--- config.mk ---
export PLATFORM = sky130hd
export DESIGN_NAME = ghost_mode_sched
export DESIGN_NICKNAME = d
export VERILOG_FILES = /design/src/rtl/ghost_mode_sched.sv
export SDC_FILE = /design/constraint.sdc
export NUM_CORES = 1
export LEC_CHECK = 0
export ABC_CLOCK_PERIOD_IN_PS = 2700
export BUFFER_PORTS_ARGS = -buffer_cell sky130_fd_sc_hd__buf_4
export CAP_MARGIN = 20
export CORE_UTILIZATION = 49
export CTS_BUF_LIST = sky130_fd_sc_hd__clkbuf_16
export DETAILED_ROUTE_END_ITERATION = 10
export PLACE_DENSITY = 0.82
export RECOVER_POWER = 25
export SYNTH_ARGS = -nofsm -noshare
export SYNTH_HDL_FRONTEND = slang
export SYNTH_SLANG_ARGS = --single-unit
export TNS_END_PERCENT = 20
--- constraint.sdc ---
create_clock -name Clk -period 2.7 [get_ports Clk]
set_input_delay 0.135 -clock Clk [delete_from_list [all_inputs] [get_ports Clk]]
set_output_delay 0.135 -clock Clk [all_outputs]
set_load 0.01 [all_outputs]
--- src/rtl/ghost_mode_sched.sv ---
// ghost_mode_sched
//
// Global ghost-behaviour scheduler. It walks a level through WAIT and the
// arcade SCATTER/CHASE timetable and overlays a FRIGHTENED interval when a
// power pellet is eaten. It broadcasts one mode code, a reversal strobe and a
// flash warning to every ghost controller.
//
// Optional feature macro: GHOST_FRIGHT_EN
//   defined   : FRIGHT state, fright_cnt and fright_flash logic are built.
//   undefined : power_pellet_eaten is ignored, fright_flash is tied low and
//               ghost_mode never reports FRIGHTENED.
//
// Ports
//   Clk                in   system clock
//   Reset              in   asynchronous, active-high; clears all state
//   frame_tick         in   one-cycle pulse per video frame
//   PacmanCurrentDir   in   [3:0] Pac-Man direction, 0 = not yet moved
//   power_pellet_eaten in   one-cycle pulse
//   pacman_died        in   one-cycle pulse, restarts the level sequence
//   ghost_mode         out  [1:0] 0 WAIT, 1 CHASE, 2 SCATTER, 3 FRIGHTENED
//   reverse_pulse      out  one-cycle strobe: ghosts reverse direction
//   fright_flash       out  high during the last FLASH_SECONDS of FRIGHTENED
//   phase              out  [2:0] timetable index 0..7
//   fsm_state          out  [1:0] scheduler state (0 WAIT, 1 RUN, 2 FRIGHT)
//
// Handshake: there is none; every input is a single-cycle event sampled on
// the rising Clk edge, and every output is registered (latency one cycle).
module ghost_mode_sched #(
  parameter int FRAMES_PER_SEC = 60,
  parameter int FRIGHT_SECONDS = 6,
  parameter int FLASH_SECONDS  = 2
) (
  input  logic       Clk,
  input  logic       Reset,
  input  logic       frame_tick,
  input  logic [3:0] PacmanCurrentDir,
  input  logic       power_pellet_eaten,
  input  logic       pacman_died,
  output logic [1:0] ghost_mode,
  output logic       reverse_pulse,
  output logic       fright_flash,
  output logic [2:0] phase,
  output logic [1:0] fsm_state
);

  // Elaboration-time parameter sanity checks.
  if (FRAMES_PER_SEC < 1 || FRAMES_PER_SEC > 64) begin : g_bad_fps
    $error("ghost_mode_sched: FRAMES_PER_SEC must fit the 6-bit frame counter");
  end
  if (FRIGHT_SECONDS * FRAMES_PER_SEC > 1023) begin : g_bad_fright
    $error("ghost_mode_sched: FRIGHT_SECONDS*FRAMES_PER_SEC exceeds 1023");
  end
  if (FLASH_SECONDS > FRIGHT_SECONDS || FRIGHT_SECONDS < 1) begin : g_bad_flash
    $error("ghost_mode_sched: FLASH_SECONDS must not exceed FRIGHT_SECONDS");
  end

  localparam logic [5:0] FRAME_LAST = 6'(FRAMES_PER_SEC - 1);
  localparam logic [4:0] SEC_MAX    = 5'd31;
  localparam logic [2:0] PHASE_LAST = 3'd7;

  localparam logic [1:0] MODE_WAIT    = 2'd0;
  localparam logic [1:0] MODE_CHASE   = 2'd1;
  localparam logic [1:0] MODE_SCATTER = 2'd2;

`ifdef GHOST_FRIGHT_EN
  localparam logic [1:0] MODE_FRIGHT = 2'd3;
  localparam logic [9:0] FRIGHT_LAST =
    10'(FRIGHT_SECONDS * FRAMES_PER_SEC - 1);
  localparam logic [9:0] FLASH_START =
    10'((FRIGHT_SECONDS - FLASH_SECONDS) * FRAMES_PER_SEC);
`endif

  typedef enum logic [1:0] {
    S_WAIT   = 2'd0,
    S_RUN    = 2'd1
`ifdef GHOST_FRIGHT_EN
    ,S_FRIGHT = 2'd2
`endif
  } state_t;

  // Seconds spent in each timetable phase. Phase 7 never expires.
  function automatic logic [4:0] phase_dur(input logic [2:0] p);
    case (p)
      3'd0:    phase_dur = 5'd7;
      3'd1:    phase_dur = 5'd20;
      3'd2:    phase_dur = 5'd7;
      3'd3:    phase_dur = 5'd20;
      3'd4:    phase_dur = 5'd5;
      3'd5:    phase_dur = 5'd20;
      3'd6:    phase_dur = 5'd5;
      default: phase_dur = SEC_MAX;
    endcase
  endfunction

  state_t     state, state_nx;
  logic [5:0] frame_cnt, frame_nx;
  logic [4:0] sec_cnt, sec_nx;
  logic [2:0] phase_nx;
  logic [1:0] mode_nx;
  logic       rev_evt;
  logic       reverse_nx;
`ifdef GHOST_FRIGHT_EN
  logic [9:0] fright_cnt, fright_nx;
  logic       flash_nx;
`else
  logic       unused_pellet;
  assign unused_pellet = power_pellet_eaten;
`endif

  assign fsm_state = state;

  // ---------------------------------------------------------------------
  // Next-state and next-output logic.
  // Event priority: pacman_died > power_pellet_eaten > frame_tick. A pellet
  // taken in RUN pre-empts any counter advance (including a phase expiry)
  // in the same cycle, so the timetable position is frozen untouched.
  // ---------------------------------------------------------------------
  always_comb begin
    state_nx = state;
    frame_nx = frame_cnt;
    sec_nx   = sec_cnt;
    phase_nx = phase;
    rev_evt  = 1'b0;
`ifdef GHOST_FRIGHT_EN
    fright_nx = fright_cnt;
`endif

    if (pacman_died) begin
      state_nx = S_WAIT;
      frame_nx = '0;
      sec_nx   = '0;
      phase_nx = '0;
`ifdef GHOST_FRIGHT_EN
      fright_nx = '0;
`endif
    end else begin
      case (state)
        S_WAIT: begin
          // Pellets are ignored here; first movement starts phase 0.
          if (PacmanCurrentDir != 4'd0) begin
            state_nx = S_RUN;
            frame_nx = '0;
            sec_nx   = '0;
            phase_nx = '0;
          end
        end

        S_RUN: begin
`ifdef GHOST_FRIGHT_EN
          if (power_pellet_eaten) begin
            state_nx  = S_FRIGHT;
            fright_nx = '0;
            rev_evt   = 1'b1;
          end else
`endif
          if (frame_tick) begin
            if (frame_cnt == FRAME_LAST) begin
              frame_nx = '0;
              if (phase != PHASE_LAST &&
                  (sec_cnt + 5'd1) == phase_dur(phase)) begin
                phase_nx = phase + 3'd1;
                sec_nx   = '0;
                rev_evt  = 1'b1;
              end else if (sec_cnt != SEC_MAX) begin
                // Saturates in phase 7, where nothing else depends on it.
                sec_nx = sec_cnt + 5'd1;
              end
            end else begin
              frame_nx = frame_cnt + 6'd1;
            end
          end
        end

`ifdef GHOST_FRIGHT_EN
        S_FRIGHT: begin
          // Timetable counters stay frozen for the whole interval.
          if (power_pellet_eaten) begin
            fright_nx = '0;
            rev_evt   = 1'b1;
          end else if (frame_tick) begin
            if (fright_cnt == FRIGHT_LAST) begin
              state_nx  = S_RUN;
              fright_nx = '0;
            end else begin
              fright_nx = fright_cnt + 10'd1;
            end
          end
        end
`endif

        default: begin
          state_nx = S_WAIT;
          frame_nx = '0;
          sec_nx   = '0;
          phase_nx = '0;
        end
      endcase
    end

    // Outputs are derived from the next state so they register together.
    case (state_nx)
      S_RUN:   mode_nx = phase_nx[0] ? MODE_CHASE : MODE_SCATTER;
`ifdef GHOST_FRIGHT_EN
      S_FRIGHT: mode_nx = MODE_FRIGHT;
`endif
      default: mode_nx = MODE_WAIT;
    endcase

`ifdef GHOST_FRIGHT_EN
    flash_nx = (state_nx == S_FRIGHT) && (fright_nx >= FLASH_START);
`endif

    // Back-to-back reversal events (e.g. a phase expiry followed by a
    // pellet on the very next cycle) collapse into one strobe so ghosts
    // never see the strobe held for two cycles.
    reverse_nx = rev_evt && !reverse_pulse;
  end

  // ---------------------------------------------------------------------
  // State and output registers.
  // ---------------------------------------------------------------------
  always_ff @(posedge Clk or posedge Reset) begin
    if (Reset) begin
      state         <= S_WAIT;
      frame_cnt     <= '0;
      sec_cnt       <= '0;
      phase         <= '0;
      ghost_mode    <= MODE_WAIT;
      reverse_pulse <= 1'b0;
    end else begin
      state         <= state_nx;
      frame_cnt     <= frame_nx;
      sec_cnt       <= sec_nx;
      phase         <= phase_nx;
      ghost_mode    <= mode_nx;
      reverse_pulse <= reverse_nx;
    end
  end

`ifdef GHOST_FRIGHT_EN
  always_ff @(posedge Clk or posedge Reset) begin
    if (Reset) begin
      fright_cnt   <= '0;
      fright_flash <= 1'b0;
    end else begin
      fright_cnt   <= fright_nx;
      fright_flash <= flash_nx;
    end
  end
`else
  assign fright_flash = 1'b0;
`endif

endmodule

; Word-level counts from Yosys, hierarchy flattened
; Cells that the tools add are included.
[totals]
ff_bits = 19
inputBits = 9
out_inout_bits = 9
wordCells = 72
[classes]
addsub = 3
n_eq_ne = 17
mux = 33
n_reduce_logical = 12
[ops]
columns = operator, n
row1 = $mux W5, 10
row2 = $mux W6, 4
row3 = $mux W3, 5
row4 = $ne A3 B3 Y1 const B, 5
row5 = $pmux W5 S3, 1
row6 = $pmux W6 S2, 1
row7 = $pmux W5 S2, 1
row8 = $eq A3 B3 Y1 const B, 3
row9 = $mux W2, 4
row10 = $reduce_and A4 Y1, 2
row11 = $add A6 B1 Y6 const B, 1
row12 = $eq A3 B2 Y1 const B, 2
row13 = $eq A6 B6 Y1 const B, 1
row14 = $pmux W3 S2, 1
row15 = $add A5 B1 Y5 const B, 1
row16 = $eq A5 B5 Y1, 1
row17 = $mux W1, 5
row18 = $ne A5 B5 Y1 const B, 1
row19 = $eq A2 B1 Y1 const B, 2
row20 = $ne A4 B4 Y1 const B, 1
row21 = $pmux W2 S2, 1
row22 = $reduce_bool A4 Y1, 1
row23 = $reduce_or A2 Y1, 2
row24 = $add A3 B1 Y3 const B, 1
row25 = other kinds (7), 8

; Logic depth before layout (Yosys ltp)
[depth]
word_depth = 16
depth_mapped = 9
ltp_nobuf = 9

; Worst setup path after synthesis
; No wires, ideal clock.
[synth_path]
path_kind = register -> register
startpoint = reg sec_cnt[0]
endpoint = reg phase[1]
setup_ns = 0.075
t_arrival_ns = 2.462
required_ns = 2.625
slack_ns = 0.164
path_stages_with_launch = 10
n_path_buf = 0
synth_period_minus_slack_ns = 2.536
path_cell_list = dfrtp_1 ha_1 and3_1 ha_1 nand2_1 or3_1 mux2i_1 o21ai_2 or4b_4 o2bb2ai_2
[synth_via]
elab_chain_len = 5
[synth_rtl]
columns = element, line
row1 = from (decl), 97  ; logic [4:0] sec_cnt, sec_nx;
row2 = from (signal assigned), 233  ; sec_cnt <= sec_nx;
row3 = $add A5 B1 Y5, 160  ; (sec_cnt + 5'd1) == phase_dur(phase)) begin
row4 = $eq A5 B5 Y1, 160
row5 = $logic_and A1 B1 Y1, 159  ; if (phase != PHASE_LAST &&
row6 = $ne A3 B3 Y1 (no source line), n/a
row7 = $reduce_and A4 Y1 (no source line), n/a
row8 = to (signal assigned), 234  ; phase <= phase_nx;
row9 = to (decl), 42  ; output logic [2:0] phase,
; Every way passes these cells.
; A chain may end at the register's enable or synchronous reset.

; Final worst setup path
[layout_path]
startpoint = reg sec_cnt[1]
endpoint = reg phase[1]
; The elaborated chain is that of the path after synthesis.

==> flow_summary_export.csv <==
group,metric,value,unit
critical_path,cpMaxStageDelayCell,"or4b_4",
timing,hold_viol,0,
timing,slew_viol_final,0,
timing,post-route-period-util,0.974,
run_status,outcome,"finished, final reports clean",
routing,ant_nets,0,
synthesis,synth-seq-area-share,0.413,
final_layout,layout_commonest_cell,"dfrtp_1",
critical_path,path_common_cell,"ha_1",
timing,fin_crit,2.63,ns
die,start_util,0.520,
routing,drt-pass1-iter-count,4,
die,rows,17,
global_routing,grt_max_degree,20,
die,dieArea,0.00254,mm2
synthesis,yosys_warnings,0,
timing,rsz0062_at_grt,"true",
global_routing,track_usage,0.213,
timing,whs,0.00711,ns
pwr,p_per_area,456,mW/mm2
clocking,cts-htree-levels,1,
pwr,static-leakage-power,0.000672,uW
final_layout,final_area,0.00140,mm2
global_routing,antenna_found_initial,0,
die,io_pins,18,
critical_path,reg2reg_to,"phase[1]$_DFFE_PP0P_",
final_layout,nFillCells,189,
synthesis,netlist_instances,116,
final_layout,area_growth,21.4,%
critical_path,cp.arrival,2.81,ns
final_layout,instances_no_fill,165,
die,design.core.area,0.00221,mm2
routing,route.met3.wl,105,um
routing,wl_met2,1.26,mm
synthesis,synth_edf_count,0,
routing,dr.max_layer_used,"met4",
critical_path,worst_ep_required_time,2.88,ns
critical_path,start_kind,"flip-flop",
routing,vias,964,
final_layout,antenna_cells,0,
placed_design,port_buffers,15,
synthesis,avgSynthCellArea,9.91,um2
clocking,cts_tree,"yes",
clocking,ctsHoldBuffers,0,
routing,wl_met1,1.07,mm
synthesis,netlist_area,0.00115,mm2
global_routing,grt_pass1_vias,925,
die,die_w,50.4,um
synthesis,yosys_most_used_dff,"dfrtp_1",
clocking,clk_path_buf_depth,2,
die,die_h,50.4,um
routing,via_per_inst,5.84,
clocking,clock_sinks,19,
placed_design,routabilityCongestion,0.760,
placed_design,dp.cells,161,
critical_path,cp_max_fo,5,
final_layout,drive_above_1_share,0.241,
timing,fmax,380,MHz
clocking,clk_latency,0.25,ns
clocking,root_buffer,"clkbuf_16",
placed_design,placed_area,0.00131,mm2
pwr,peakVddDrop,0.447,mV
synthesis,synth_seq_cells,19,
critical_path,crit_chain,"ha_1 > and3_1 > ha_1 > nand2_1 > or3_1 > mux2i_1 > o21ai_2 > or4b_4 > o2bb2ai_2",
clocking,path_clk_slew,0.05,ns
critical_path,reg2reg_slack,0.07,ns
run,max_cap_viol_count,0,
timing,skew,0.00469,ns
critical_path,crit_type,"flip-flop to flip-flop",
placed_design,dp_hpwl,1.68,mm
timing,finalSetupTns,0,ns
critical_path,timing.rr.start,"sec_cnt[1]$_DFFE_PP0P_",
routing,wire_per_inst,14.9,um
routing,routed_wl,2.46,mm
timing,tightest_slew,0.719,ns
critical_path,end_kind,"flip-flop",
worst_hold_path,hold_class,"input pin to async pin",
synthesis,async_flop_share,1.00,
critical_path,cp_slowest_stage_delay,0.55,ns
critical_path,ff2ff_path_depth,9,
global_routing,overflow,0,
clocking,cts_buffers,3,
pwr,power.total,636,uW
synthesis,synth_cell_types,42,
timing,finalSetupViolCount,0,
global_routing,grt_first_pass_wirelength,3.94,mm
routing,route.detailed.drc,0,
final_layout,final_cell_mix,"dfrtp_1, buf_4, nor2_1, o21ai_0, nand2_1",
routing,drt_iter0_markers,19,
timing,relSlewSlack,0.520,
final_layout,nNetsFinal,153,
[critical path: cells and delay by family (launching register included)]
kind / cells / cell delay [ns]
and+or+nand+nor: 4 / 1.09
adders and majority gates: 2 / 0.53
DFF: 1 / 0.39
AOI/OAI and AO/OA: 2 / 0.30
muxes: 1 / 0.25
[cell usage after synthesis (2+ instances only)]
cell,count,area share
nand3_1,5,0.022
mux2_2,2,0.020
nand4_1,2,0.011
nor2_1,12,0.039
and3_1,2,0.011
inv_1,5,0.016
mux2i_1,2,0.017
ha_1,6,0.065
and2_1,2,0.011
xnor2_1,4,0.030
dfrtp_1,19,0.41
or3_1,3,0.016
a22o_1,4,0.030
o21ai_0,7,0.030
nor2b_1,3,0.016
nand2_1,7,0.023
nor3_1,2,0.0087
nor4_1,2,0.011
xor2_1,4,0.030
[logic make-up (layout without fill, tap and decap cells)]
family          count (synthesis)  count (layout)  share of synthesized area
buf+inv                         7              27                     0.0272
fa+ha+maj                       6               6                     0.0653
compound gates                 22              22                      0.151
mux                             4               4                     0.0370
xor+xnor                        8               8                     0.0609
flops                          19              19                      0.413
simple gates                   49              49                      0.242
other cells                     1               2                    0.00326
[metal layers]
| layer | vias to the layer above | global-route usage |
|---|---|---|
| li1 | 463 | - |
| met3 | 6 | 0.0636 |
| met4 | 0 | 0.0787 |
| met5 | - | 0 |
| met1 | 467 | 0.234 |
| met2 | 28 | 0.384 |
[stage by stage]
stage | utilization | worst slack, ns
after CTS | 0.628 | 0.106
after global placement | 0.593 | 0.212
final | 0.631 | 0.0695
after global routing | 0.631 | -0.0207
after floorplan | - | 0.164
after detailed placement | 0.593 | 0.135
[sequential cells by signal, summed over array words and instances, names as in the netlist]
register / cells
frame_cnt: 6
reverse_pulse: 1
ghost_mode: 2
sec_cnt: 5
fsm_state: 2
phase: 3
[worst max path at each step]
stage,slack (ns),cells past startpoint,endpoint,from
2_1_floorplan,0.16,9,phase[1]$_DFFE_PP0P_,sec_cnt[0]$_DFFE_PP0P_
3_5_place_dp,0.13,9,phase[1]$_DFFE_PP0P_,sec_cnt[1]$_DFFE_PP0P_
3_3_place_gp,0.21,9,phase[1]$_DFFE_PP0P_,sec_cnt[1]$_DFFE_PP0P_
4_1_cts,0.11,9,phase[1]$_DFFE_PP0P_,sec_cnt[1]$_DFFE_PP0P_
5_1_grt,-0.02,9,phase[1]$_DFFE_PP0P_,sec_cnt[0]$_DFFE_PP0P_
6_report,0.07,9,phase[1]$_DFFE_PP0P_,sec_cnt[1]$_DFFE_PP0P_
[power by group]
part,switching (uW),total (uW),internal [uW]
clock network,99.5,296,197
registers,3.91,293,289
logic,26.1,46.7,20.6
total,130,636,507
[area by class of cell]
| type | count | area (um2) | area share |
|---|---|---|---|
| clock buffers | 3 | 75.1 | 0.0538 |
| flip-flops and latches | 19 | 475 | 0.341 |
| well taps | 28 | 35.0 | 0.0251 |
| multi-input cells | 91 | 653 | 0.468 |
| inverters | 5 | 18.8 | 0.0134 |
| repair buffers | 18 | 135 | 0.0968 |
| clock inverters | 1 | 3.75 | 0.00269 |
[repair_timing]
item | 4_1_cts | 5_1_grt
gates resized for setup | 0 | 1
buffers inserted | 0 | 0
endpoints found under the setup margin | 0 | 3
(Power assumes the default switching activity.)
